`config.mk`:
```
export PLATFORM = sky130hd
export DESIGN_NAME = elastic_shift_reg
export DESIGN_NICKNAME = d
export VERILOG_FILES = /design/src/rtl/elastic_shift_reg.sv
export SDC_FILE = /design/constraint.sdc
export NUM_CORES = 1
export LEC_CHECK = 0
export CAP_MARGIN = 20
export CELL_PAD_IN_SITES_DETAIL_PLACEMENT = 1
export CELL_PAD_IN_SITES_GLOBAL_PLACEMENT = 2
export CORE_MARGIN = 3
export CORE_UTILIZATION = 20
export DETAILED_ROUTE_END_ITERATION = 10
export HOLD_SLACK_MARGIN = 0.15
export PLACE_DENSITY_LB_ADDON = 0.12
export SLEW_MARGIN = 20
export SYNTH_ARGS = -nofsm -noshare
export SYNTH_HDL_FRONTEND = slang
export SYNTH_SLANG_ARGS = --single-unit
```
`constraint.sdc`:
```
create_clock -name clk -period 2.05 [get_ports clk]
set_clock_uncertainty 0.15 [all_clocks]
set_input_delay 0.5125 -clock clk [delete_from_list [all_inputs] [get_ports clk]]
set_output_delay 0.5125 -clock clk [all_outputs]
set_load 0.01 [all_outputs]
```
`src/rtl/elastic_shift_reg.sv`:
```
// -----------------------------------------------------------------------------
// elastic_shift_reg
//
// N-stage shift register with a valid tag per stage and a ready/valid handshake
// on both ends. Intended as a drop-in for plain enable-driven delay chains in
// pipeline delay paths and writeback/commit queues.
//
//   ELASTIC = 1 : each stage advances on its own; bubbles are squeezed out as
//                 entries pack toward the output while the consumer stalls.
//   ELASTIC = 0 : every stage shifts in lockstep; a bubble in a middle stage
//                 stays a bubble, and a stalled output freezes the whole pipe.
//
// Stage 0 is the input side, stage N-1 the output side.
//
// Parameters
//   WIDTH    payload width in bits (>= 1)
//   N        number of stages (>= 1)
//   ELASTIC  1: per-stage advance with bubble collapse, 0: lockstep shift
//
// Ports
//   clk          rising-edge clock
//   reset        asynchronous, active-high reset (clears valid and payload)
//   flush        synchronous clear of every stage valid bit, payload held
//   in_valid     producer presents data_in
//   in_ready     stage 0 can accept this cycle (combinational from out_ready
//                and flush)
//   data_in      input payload
//   out_valid    stage N-1 holds an entry and no flush is in progress
//   out_ready    consumer takes data_out this cycle
//   data_out     payload of stage N-1 (stale when out_valid is low)
//   stage_valid  bit i = valid of stage i
//   stage_data   bits [i*WIDTH +: WIDTH] = payload of stage i
//   count        number of occupied stages
// -----------------------------------------------------------------------------
module elastic_shift_reg #(
    parameter int WIDTH   = 32,
    parameter int N       = 1,
    parameter int ELASTIC = 1
) (
    input  logic                     clk,
    input  logic                     reset,
    input  logic                     flush,
    input  logic                     in_valid,
    output logic                     in_ready,
    input  logic [WIDTH-1:0]         data_in,
    output logic                     out_valid,
    input  logic                     out_ready,
    output logic [WIDTH-1:0]         data_out,
    output logic [N-1:0]             stage_valid,
    output logic [N*WIDTH-1:0]       stage_data,
    output logic [$clog2(N+1)-1:0]   count
);

    localparam int CW = $clog2(N + 1);

    // Number of set bits in a stage-valid vector.
    function automatic logic [CW-1:0] popcount(input logic [N-1:0] vec);
        logic [CW-1:0] acc;
        acc = {CW{1'b0}};
        for (int i = 0; i < N; i++) begin
            acc = acc + CW'(vec[i]);
        end
        return acc;
    endfunction

    // Stage state: valid tag and payload per stage.
    logic [N-1:0]            v_q;
    logic [N-1:0]            v_d;
    logic [N-1:0][WIDTH-1:0] d_q;
    logic [N-1:0][WIDTH-1:0] d_d;

    // Per-stage advance enables.
    logic [N-1:0]            adv_s;

    // Stage inputs: index i holds what stage i would load, so index 0 is the
    // producer and index i (i >= 1) is stage i-1. This avoids a stage -1
    // special case inside the update loop.
    logic [N:0]              v_ext_s;
    logic [N:0][WIDTH-1:0]   d_ext_s;

    assign v_ext_s = {v_q, in_valid};
    assign d_ext_s = {d_q, data_in};

    // Advance enables. In elastic mode the chain is walked from the output side
    // through a scalar carry so the vector is never read back while it is being
    // built; a stage may move whenever it is empty or the stage ahead moves.
    always_comb begin
        logic carry_s;
        adv_s   = {N{1'b0}};
        carry_s = ~v_q[N-1] | out_ready;
        if (ELASTIC != 0) begin
            adv_s[N-1] = carry_s;
            for (int i = N - 2; i >= 0; i--) begin
                carry_s  = ~v_q[i] | carry_s;
                adv_s[i] = carry_s;
            end
        end else begin
            // Lockstep: every stage follows the output stage's ability to drain.
            adv_s = {N{carry_s}};
        end
    end

    // Next-state for valid tags and payload. Flush clears the tags only; a
    // bubble moving into a stage clears its tag but leaves the payload alone.
    always_comb begin
        v_d = v_q;
        d_d = d_q;
        if (flush) begin
            v_d = {N{1'b0}};
        end else begin
            for (int i = 0; i < N; i++) begin
                if (adv_s[i]) begin
                    v_d[i] = v_ext_s[i];
                    if (v_ext_s[i]) begin
                        d_d[i] = d_ext_s[i];
                    end else begin
                        d_d[i] = d_q[i];
                    end
                end else begin
                    v_d[i] = v_q[i];
                    d_d[i] = d_q[i];
                end
            end
        end
    end

    // Stage registers with asynchronous reset of tags and payload.
    always_ff @(posedge clk or posedge reset) begin
        if (reset) begin
            v_q <= {N{1'b0}};
            d_q <= {(N*WIDTH){1'b0}};
        end else begin
            v_q <= v_d;
            d_q <= d_d;
        end
    end

    // Handshake outputs. Both ends are gated by flush so nothing transfers in
    // the cycle the pipe is being cleared; an input offered then must retry.
    assign in_ready    = adv_s[0] & ~flush;
    assign out_valid   = v_q[N-1] & ~flush;
    assign data_out    = d_q[N-1];

    // Taps for hazard and forwarding checks.
    assign stage_valid = v_q;
    assign stage_data  = d_q;
    assign count       = popcount(v_q);

endmodule

```
# Word level (Yosys, flattened, before mapping)
# Index checks and enable logic that the tools add are counted.
# word_totals
elab_cells	11
regBits	33
output_inout_bits	68
in_bits	37
# op_classes
muxes	2
bitwise_logic	5
n_reduce_logical	2
# ops
op	count
3-bit AND reduction	1
1-bit AND	2
1-bit 2-to-1 mux	2
1-bit NOT	2
2-bit nonzero test	1
1-bit bitwise OR	1

# Longest topological paths before layout
# logic_depth
depth_word	4
depth_mapped	4
mapped_depth_nobuf	3

# Worst setup path after synthesis
# No wires, ideal clock.
# synth_timing
path_kind	register -> register
start	reg v_q (netlist: stage_valid)
end	reg d_q (netlist bit data_out[0])
n_path_buf	1
path_slack_ns	0.425
setup_ns	0.125
arrival_time_ns	1.350
stages_incl_launch_ff	5
cell_sequence	dfrtp_1 nor2b_4 nor3b_4 buf_6 mux2_2
# synth_between
elab_chain_cells	3
# synth_lines
element	line	rtl
start: declaration	67	logic [N-1:0] v_q;
start signal: assignment	130	v_q <= {N{1'b0}};
start signal: assignment	133	v_q <= v_d;
1-bit NOT	90	carry_s = ~v_q[N-1] | out_ready;
1-bit bitwise OR	90	
3-bit AND reduction (no source line)	n/a	
end signal: assignment	131	d_q <= {(N*WIDTH){1'b0}};
end: declaration	69	logic [N-1:0][WIDTH-1:0] d_q;
# Every way passes these cells.
# A chain may end at the register's enable or synchronous reset.

# Worst setup path after layout
# layout_timing
start	in out_ready
end	reg d_q (netlist bit data_out[2])
# layout_between
elab_chain_cells	2
# layout_lines
element	line	rtl
start: declaration	47	input logic out_ready,
1-bit bitwise OR	90	
3-bit AND reduction (no source line)	n/a	
# Every way passes these cells.

==> results.json <==
{
  "min_path_type": "flip-flop to flip-flop",
  "crit_arrival_ns": 2.01,
  "synthAdderAreaFrac_pct": 0,
  "synth_simple_gate_area_share_pct": 3.29,
  "grt_max_degree": 34,
  "route.antenna.remaining_nets": 0,
  "critPathMaxStageDelay_ns": 0.50,
  "stdcell_count": 288,
  "num_rows": 31,
  "ys_top_cells_by_count": "33 x buf_4, 33 x dfrtp_1, 32 x mux2_2",
  "fp.dieW_um": 93.2,
  "crit_slowest_cell": "clkdlybuf4s50_1",
  "ys_ff_latch": 33,
  "synth_edf_count": 0,
  "worst_pin_slew_ns": 0.444,
  "powerDensity_nw_per_um2": 836,
  "min_period_over_period_pct": 97.2,
  "yosysSeqAreaShare_pct": 54.3,
  "cp-end-kind": "flip-flop",
  "whs_ns": 0.384,
  "grt_pass1_vias": 1221,
  "final_nets": 225,
  "post_dp_cell_area_um2": 2440,
  "setup_violations": 0,
  "cp_top_family": "buffers and inverters",
  "met3_length_um": 260,
  "worstSetupPathType": "input port to flip-flop",
  "critPathLaunchType": "input port",
  "cts_buffers": 5,
  "synth_area_leader_cell": "dfrtp_1",
  "overflow": 0,
  "synthXorXnorAreaFrac_pct": 0,
  "synthMuxAreaShare_pct": 23.7,
  "dieArea_um2": 8690,
  "gr-usage-all-layers_pct": 9.72,
  "area_growth_pct": 66.4,
  "synthArstFlopShare_pct": 100,
  "wl_per_cell_um": 14.2,
  "top_layer": "met4",
  "fin_crit_ns": 1.99,
  "hpwl_um": 3170,
  "fill_cells": 796,
  "maxSlewViolCount": 0,
  "relSlewSlack_pct": 70.4,
  "cap_violations": 0,
  "route.met2.wl_um": 2330,
  "synth.avg_cell_area_um2": 14.1,
  "synth_top_area_share_pct": 54.3,
  "worstSkewPairLatency_ns": 0.28,
  "syn_area_um2": 1520,
  "numClockSinks": 33,
  "first_iter_violations": 5,
  "num_vias": 1069,
  "ioPinCount": 105,
  "rsz0062_at_grt": "no",
  "clk_path_buf_depth": 2,
  "path_clk_slew_ns": 0.07,
  "coreArea_um2": 7330,
  "vdd_drop_max_uv": 239,
  "crit_fanout": 17,
  "ys.flop_type": "dfrtp_1",
  "finalHoldViolations": 0,
  "initial_core_util_pct": 20.8,
  "synth_top_family_by_area": "multiplexers",
  "cts-root-buf": "clkbuf_8",
  "antenna_found_initial": 0,
  "ys_warn_count": 0,
  "fmax_mhz": 502,
  "post-route-util_pct": 34.5,
  "drtPass1Iterations": 2,
  "synth_cell_types": 9,
  "diodes": 0,
  "numPortBuffers": 104,
  "path_cells": "clkdlybuf4s50_1 -> nor2b_4 -> buf_4 -> nor3b_4 -> buf_6 -> mux2_2",
  "drt-total-wl_um": 4100,
  "synth_nets": 145,
  "critPathRequiredTime_ns": 2.07,
  "htree_levels": 2,
  "tritoncts": "built",
  "synth_compound_area_share_pct": 0,
  "gp_congestion": 0.656,
  "status": "complete, no violations",
  "synthTopCellsByArea": "dfrtp_1 54%, mux2_2 24%, buf_4 16%, buf_6 2.2%, nor3b_4 1.2%",
  "dp.cells": 280,
  "die_h_um": 93.2,
  "critPathBufInv": 3,
  "viasPerCell": 3.71,
  "netlist_instances": 108,
  "wl_met1_um": 1450,
  "drive_above_1_share_pct": 25.4,
  "leakage_nw": 1.01,
  "design_area_um2": 2530,
  "grt_pass1_wl_um": 6410,
  "drc_errors": 0
}
state kept, by name, summed over array words and instances, names as in the netlist:
signal / flops
data_out: 32
stage_valid: 1
placed cells by master, fill, tap and decap left out, types with 2 or more instances in the layout:
cell type          n
dfrtp_1           33
buf_6              2
buf_4              3
clkinv_2           2
nor2_1             3
mux2_2            32
clkdlybuf4s50_1  102
clkbuf_8           5
cells by family (layout without fill, tap and decap cells):
logic type / Yosys count / after routing
flops: 33 / 33
simple gates: 6 / 6
mux: 32 / 32
buf+inv: 37 / 118
area by class of cell:
type / count / area [um2] / area share (%)
clock buffers: 5 / 68.8 / 2.72
clock inverters: 3 / 17.5 / 0.692
inverters: 1 / 3.75 / 0.148
multi-input cells: 38 / 410 / 16.2
flip-flops and latches: 33 / 826 / 32.6
well taps: 99 / 124 / 4.89
repair buffers: 109 / 1080 / 42.7
worst paths after layout:
path	from	to	slack [ns]	cells past startpoint
max	out_ready	data_out[2]	0.06	6
min	data_out[19]	data_out[19]	0.38	1
max reg2reg	stage_valid	data_out[2]	0.29	5
min reg2reg	data_out[19]	data_out[19]	0.38	1
max in group asynchronous	reset	data_out[21]	0.96	3
min in group asynchronous	reset	data_out[14]	0.49	3
metal layers:
metal  up-vias  global-route usage [%]
li1        485                       -
met1       529                    9.30
met2        50                    18.6
met3         5                    2.90
met4         0                    4.76
met5         -                       0
through the flow:
stage | setup slack [ns] | TNS [ns] | total power, mW
after floorplan | 0.425 | 0 | 1.25
after global placement | -0.298 | -8.57 | 1.65
after detailed placement | -0.310 | -9.24 | 1.66
after CTS | 0.00394 | 0 | 2.18
after global routing | 0.00511 | 0 | 2.25
final | 0.0582 | 0 | 2.12
repair_timing:
| action | CTS | global route |
|---|---|---|
| buffers inserted | 0 | 0 |
| resized for setup | 4 | 4 |
| gates cloned | 0 | 0 |
| setup endpoints to repair | 2 | 18 |
| hold buffers | 0 | 0 |
report_power, final:
part,total [mW],internal (mW),switching (mW)
sequential,0.846,0.761,0.0847
clock,0.481,0.234,0.247
combinational,0.790,0.521,0.269
total,2.12,1.52,0.601
No activity file was read; power rests on OpenSTA's default activity.
